`src/rtl/imem_boot_ctrl.sv`:
```
// rtl/imem_boot_ctrl.sv - boot-load / run sequencer for the fetch-stage instruction memory (optional IMEM_CKSUM_EN)
module imem_boot_ctrl #(
    parameter int ADDR_W       = 9,
    parameter int DATA_W       = 16,
    parameter int FLUSH_CYCLES = 2
) (
    input  logic              clk_i,
    input  logic              reset_i,
    input  logic              load_req_i,
    input  logic [ADDR_W:0]   load_len_i,
    input  logic              start_run_i,
    input  logic              host_abort_i,
    input  logic              host_valid_i,
    input  logic [DATA_W-1:0] host_data_i,
    output logic              host_ready_o,
    output logic [ADDR_W-1:0] imem_addr_o,
    output logic [DATA_W-1:0] imem_din_o,
    output logic              imem_wen_o,
    output logic              load_sel_o,
    output logic              pc_reset_o,
    output logic              rd_en_o,
    output logic              busy_o,
    output logic              err_o
);

    typedef enum logic [1:0] {IDLE, LOAD, FLUSH, RUN} state_t;

    localparam int FW = (FLUSH_CYCLES > 1) ? $clog2(FLUSH_CYCLES) : 1;
    localparam logic [FW-1:0]   FLUSH_LAST = FW'(FLUSH_CYCLES - 1);
    localparam logic [ADDR_W:0] DEPTH      = {1'b1, {ADDR_W{1'b0}}};

    state_t              state_q;
    logic [ADDR_W:0]     len_q;
    logic [ADDR_W:0]     count_q;
    logic [ADDR_W-1:0]   addr_q;
    logic [FW-1:0]       flush_q;
    logic                host_ready_q;
    logic [ADDR_W-1:0]   imem_addr_q;
    logic [DATA_W-1:0]   imem_din_q;
    logic                imem_wen_q;
    logic                load_sel_q;
    logic                pc_reset_q;
    logic                rd_en_q;
    logic                busy_q;
    logic                err_q;
`ifdef IMEM_CKSUM_EN
    logic [DATA_W-1:0]   sum_q;
`endif

    // Requested length clamped to the memory depth so the address never wraps
    logic [ADDR_W:0] len_clamped_d;
    logic            beat_d;
    logic            load_start_d;

    // Handshake and entry decode shared by the sequencer below
    always_comb begin
        len_clamped_d = (load_len_i > DEPTH) ? DEPTH : load_len_i;
        beat_d        = host_valid_i && host_ready_q;
        load_start_d  = load_req_i && ((state_q == IDLE) || (state_q == RUN));
    end

    // Sequencer: every output is a register so the memory sees stable values at its negedge sample
    always_ff @(posedge clk_i or posedge reset_i) begin
        if (reset_i) begin
            state_q      <= IDLE;
            len_q        <= '0;
            count_q      <= '0;
            addr_q       <= '0;
            flush_q      <= '0;
            host_ready_q <= 1'b0;
            imem_addr_q  <= '0;
            imem_din_q   <= '0;
            imem_wen_q   <= 1'b0;
            load_sel_q   <= 1'b0;
            pc_reset_q   <= 1'b0;
            rd_en_q      <= 1'b0;
            busy_q       <= 1'b0;
            err_q        <= 1'b0;
`ifdef IMEM_CKSUM_EN
            sum_q        <= '0;
`endif
        end else begin
            imem_wen_q <= 1'b0;
            if (load_start_d) begin
                state_q      <= LOAD;
                len_q        <= len_clamped_d;
                count_q      <= '0;
                addr_q       <= '0;
                err_q        <= 1'b0;
                load_sel_q   <= 1'b1;
                rd_en_q      <= 1'b0;
                busy_q       <= 1'b1;
`ifdef IMEM_CKSUM_EN
                sum_q        <= '0;
                host_ready_q <= 1'b1;
`else
                host_ready_q <= (len_clamped_d != '0);
`endif
            end else begin
                case (state_q)
                    IDLE: begin
                        if (start_run_i) begin
                            state_q    <= FLUSH;
                            flush_q    <= '0;
                            pc_reset_q <= 1'b1;
                            busy_q     <= 1'b1;
                        end
                    end
                    LOAD: begin
                        if (host_abort_i) begin
                            // Abort beats a same-cycle word: nothing more is written
                            state_q      <= IDLE;
                            err_q        <= 1'b1;
                            host_ready_q <= 1'b0;
                            load_sel_q   <= 1'b0;
                            busy_q       <= 1'b0;
`ifdef IMEM_CKSUM_EN
                        end else if (beat_d && (count_q == len_q)) begin
                            // Trailing checksum word: checked, never written
                            host_ready_q <= 1'b0;
                            load_sel_q   <= 1'b0;
                            if ((sum_q + host_data_i) == '0) begin
                                state_q    <= FLUSH;
                                flush_q    <= '0;
                                pc_reset_q <= 1'b1;
                            end else begin
                                state_q <= IDLE;
                                err_q   <= 1'b1;
                                busy_q  <= 1'b0;
                            end
`else
                        end else if (count_q == len_q) begin
                            // Only reachable for a zero-length load
                            state_q      <= FLUSH;
                            flush_q      <= '0;
                            pc_reset_q   <= 1'b1;
                            host_ready_q <= 1'b0;
                            load_sel_q   <= 1'b0;
`endif
                        end else if (beat_d) begin
                            imem_addr_q <= addr_q;
                            imem_din_q  <= host_data_i;
                            imem_wen_q  <= 1'b1;
                            addr_q      <= addr_q + 1'b1;
                            count_q     <= count_q + 1'b1;
`ifdef IMEM_CKSUM_EN
                            sum_q       <= sum_q + host_data_i;
`else
                            if ((count_q + 1'b1) == len_q) begin
                                state_q      <= FLUSH;
                                flush_q      <= '0;
                                pc_reset_q   <= 1'b1;
                                host_ready_q <= 1'b0;
                                load_sel_q   <= 1'b0;
                            end
`endif
                        end
                    end
                    FLUSH: begin
                        if (flush_q == FLUSH_LAST) begin
                            state_q    <= RUN;
                            pc_reset_q <= 1'b0;
                            rd_en_q    <= 1'b1;
                            busy_q     <= 1'b0;
                        end else begin
                            flush_q <= flush_q + 1'b1;
                        end
                    end
                    default: begin
                        // RUN: fetch owns the memory; only a load request leaves
                    end
                endcase
            end
        end
    end

    assign host_ready_o = host_ready_q;
    assign imem_addr_o  = imem_addr_q;
    assign imem_din_o   = imem_din_q;
    assign imem_wen_o   = imem_wen_q;
    assign load_sel_o   = load_sel_q;
    assign pc_reset_o   = pc_reset_q;
    assign rd_en_o      = rd_en_q;
    assign busy_o       = busy_q;
    assign err_o        = err_q;

endmodule
```
`config.mk`:
```
export PLATFORM = sky130hd
export DESIGN_NAME = imem_boot_ctrl
export DESIGN_NICKNAME = d
export VERILOG_FILES = /design/src/rtl/imem_boot_ctrl.sv
export SDC_FILE = /design/constraint.sdc
export NUM_CORES = 1
export LEC_CHECK = 0
export ABC_CLOCK_PERIOD_IN_PS = 2600
export BUFFER_PORTS_ARGS = -buffer_cell sky130_fd_sc_hd__buf_2
export CAP_MARGIN = 20
export CORE_MARGIN = 5
export CORE_UTILIZATION = 55
export DETAILED_ROUTE_END_ITERATION = 8
export PLACE_DENSITY = 0.9
export SYNTH_ARGS = -nofsm -noshare
export SYNTH_HDL_FRONTEND = slang
export SYNTH_SLANG_ARGS = --single-unit
```
`constraint.sdc`:
```
create_clock -name clk_i -period 2.6 [get_ports clk_i]
set_input_delay 0.52 -clock clk_i [delete_from_list [all_inputs] [get_ports clk_i]]
set_output_delay 0.52 -clock clk_i [all_outputs]
set_load 0.03 [all_outputs]
```
==> impl_metrics.ini <==
[critical_path]
worstPathRequired_ns = 2.86
cp_max_fo = 8
end_kind = flop
worstPathArrival_ns = 2.68
crit_type = reg -> reg
critPathLaunchType = flop

[die]
core_area_sq_um = 5890
row_count = 28
dieArea_sq_um = 7640
die_h_microns = 87.4
start_util = 0.560
die_w_microns = 87.4
ios = 64

[cts]
cts_made_buffers = 9
root_buffer = clkbuf_8
clk_latency_ns = 0.35
htree_levels = 3
cts_tree = yes
clock-sinks = 64
clockBufferDepth = 2
clk_pin_slew_ns = 0.07

[power_and_ir_drop]
power_frac_comb = 0.411
p_seq_frac = 0.325
intPower_uw = 2770
peakVddDrop_v = 0.00111
swShare = 0.377
p_clk_frac = 0.264
power_switching_uw = 1680
p_per_area_nw_per_um2 = 1120
power.leakage_uw = 0.00192

[job]
cap_violations = 0

[synthesis]
syn_inst = 309
synthSimpleGateAreaFrac = 0.178
synth_cell_types = 43
yosysWarnings = 0
synth_compound_area_frac = 0.0942
synth_xor_area_frac = 0.0665
syn_area_per_cell_sq_um = 10.7
syn_nets = 347
ys_seq_elements = 64
synth.yosys.seq_area_share = 0.486
synth_ff_type = dfrtp_1
synthesis.area_sq_um = 3290
muxShareOfSynthArea = 0.116
synthArstFlopShare = 1.00
synth_top_family_by_area = simple AND/OR/NAND/NOR gates
synth_edf_count = 0
yosys.area_share.adder = 0.0228

[drt]
drt-total-wl_microns = 6850
drtIter0Drc = 92
post-route-drc-count = 0
drtAntennaViolNets = 0
viasPerCell = 5.50
vias = 2509
routedWlPerCell_microns = 15.0
drt_pass1_iterations = 4

[timing]
hold_slack_ns = 0.256
fmax_ghz = 0.412
finalSetupTns_ns = 0
rsz0062_at_grt = false
timing.final.crit_share = 0.933
setup_viol = 0
slew_violations = 0
finalHoldViolations = 0
fin_crit_ns = 2.43
fin_skew_ns = 0.0106
worst_pin_slew_ns = 0.916
relSlewSlack = 0.388

[layout]
area_growth_pct = 21.0
antenna_cells = 0
fin_cells = 456
drive_above_1_share = 0.323
final_net_count = 414

[global_routing]
grt_pass1_wl_microns = 11300
grt_pass1_vias = 2468
grt_usage = 0.191
grt_max_degree = 36
grt-ovfl-total = 0
antenna_found_initial = 0

[placed_design]
gp_congestion = 0.934
hpwl_microns = 4970
port_buffers = 63
numPlacedInstances = 440

[worst_hold_path]
hp-class = in -> async

[run_status]
status = finished clean
-- worst paths after layout --
kind / start / endpoint / slack, ns / depth (start not counted)
worst min register to register: len_q[9]$_DFFE_PP0P_ / len_q[9]$_DFFE_PP0P_ / 0.49 / 2
worst max-delay path: count_q[0]$_DFFE_PP0P_ / state_q[1]$_DFFE_PP0P_ / 0.17 / 8
max in group asynchronous: reset_i / addr_q[3]$_DFFE_PP0P_ / 1.75 / 3
min in group clk_i: host_data_i[2] / imem_din_o[2]$_DFFE_PP0P_ / 0.39 / 2
worst min-delay path: reset_i / count_q[4]$_DFFE_PP0P_ / 0.26 / 2
worst max register to register: count_q[0]$_DFFE_PP0P_ / state_q[1]$_DFFE_PP0P_ / 0.17 / 8
-- cell usage after synthesis (all sizes together) (3+ instances only) --
| cell | instances | share of area |
|---|---|---|
| o21a | 5 | 0.011 |
| nand2 | 32 | 0.036 |
| dfrtp | 64 | 0.49 |
| a21oi | 9 | 0.014 |
| nand4 | 3 | 0.0057 |
| buf | 7 | 0.014 |
| nor2 | 24 | 0.028 |
| inv | 11 | 0.013 |
| xnor2 | 16 | 0.043 |
| or3 | 5 | 0.0095 |
| mux2i | 3 | 0.0091 |
| o21ai | 10 | 0.015 |
| or2 | 3 | 0.0057 |
| clkbuf | 8 | 0.0091 |
| nor3 | 11 | 0.017 |
| nand3 | 6 | 0.0091 |
| a31oi | 4 | 0.0076 |
| mux2 | 25 | 0.11 |
| and2 | 4 | 0.0076 |
| ha | 6 | 0.023 |
| xor2 | 9 | 0.024 |
| nand3b | 10 | 0.023 |
| nor2b | 7 | 0.013 |
| nor4 | 7 | 0.013 |
-- power groups by stage --
stage          Clock (uW)  Sequential [uW]  Combinational (uW)
6_report             1170             1450                1830
4_1_cts              1190             1450                1840
3_3_place_gp            0             1450                1770
5_1_grt              1240             1480                2000
2_1_floorplan           0             1770                1030
3_5_place_dp            0             1470                1830
-- flip-flops by register name (all words and copies together), names as in the netlist, 2 cells and up --
| signal | flops |
|---|---|
| count_q | 10 |
| addr_q | 9 |
| imem_addr_o | 9 |
| state_q | 2 |
| len_q | 10 |
| imem_din_o | 16 |
-- cell families (layout without fill, tap and decap cells) --
logic type | count (synthesis) | in the layout
AOI/OAI and AO/OA | 44 | 44
xor gates and xnor gates | 25 | 25
adders and majority gates | 6 | 6
buffers and inverters | 26 | 98
DFF | 64 | 64
muxes | 28 | 28
and+or+nand+nor | 116 | 116
-- cell usage in the layout, fill, tap and decap left out, types with 3 or more instances in the layout --
master and instances:
nor2_1 23, xor2_1 9, bufinv_16 4, nor3_1 11, nor2b_1 6, mux2_4 19
and2_1 4, a31oi_1 4, xnor2_1 16, buf_4 7, mux2_2 6, dfrtp_1 64
ha_1 6, inv_1 10, or3_1 5, mux2i_1 3, nor4_1 7, a21oi_1 9
o21ai_0 10, nand2_1 32, clkbuf_8 10, nand3b_1 10, nand3_1 5, or2_2 3
buf_2 63, o21a_1 5, nand4_1 3
-- cell type report --
type,instances,area (sq um)
Clock buffer,10,138
Inverter,11,41.3
Clock inverter,6,138
Multi-Input combinational cell,219,1590
Sequential cell,64,1600
Tap cell,75,93.8
Fill cell,472,1900
Timing Repair Buffer,71,388
-- critical path, cell delays in order, from the launching register on --
cell	delay, ns
dfrtp_1	0.45
ha_1	0.29
nand3_2	0.17
o21ai_0	0.19
o311ai_0	0.17
nor4_1	0.39
buf_4	0.21
a31oi_1	0.16
a221oi_2	0.31
-- per-stage QoR --
stage | instance area [sq um] | total power, uW | setup slack [ns] | util
floorplan | 3290 | 2800 | 0.394 | -
global placement | 3700 | 3220 | 0.292 | 0.629
detailed placement | 3700 | 3300 | 0.196 | 0.629
CTS | 3980 | 4490 | 0.178 | 0.676
global route | 3990 | 4720 | 0.0508 | 0.677
finish | 3990 | 4450 | 0.175 | 0.677
-- metal layers --
layer | vias to the layer above | track usage | routed length, microns
met2 | 100 | 0.317 | 3290
li1 | 1211 | - | -
met4 | 0 | 0.0628 | 108
met1 | 1187 | 0.235 | 2820
met3 | 11 | 0.0605 | 636
met5 | - | 0 | 0
-- repair_timing --
item | 4_1_cts | 5_1_grt
hold endpoints to repair | 0 | 0
buffers inserted | 0 | 0
hold buffers | 0 | 0
gates resized for setup | 0 | 1
endpoints found under the setup margin | 0 | 1
Note: power is estimated with default switching activity, not from simulation.
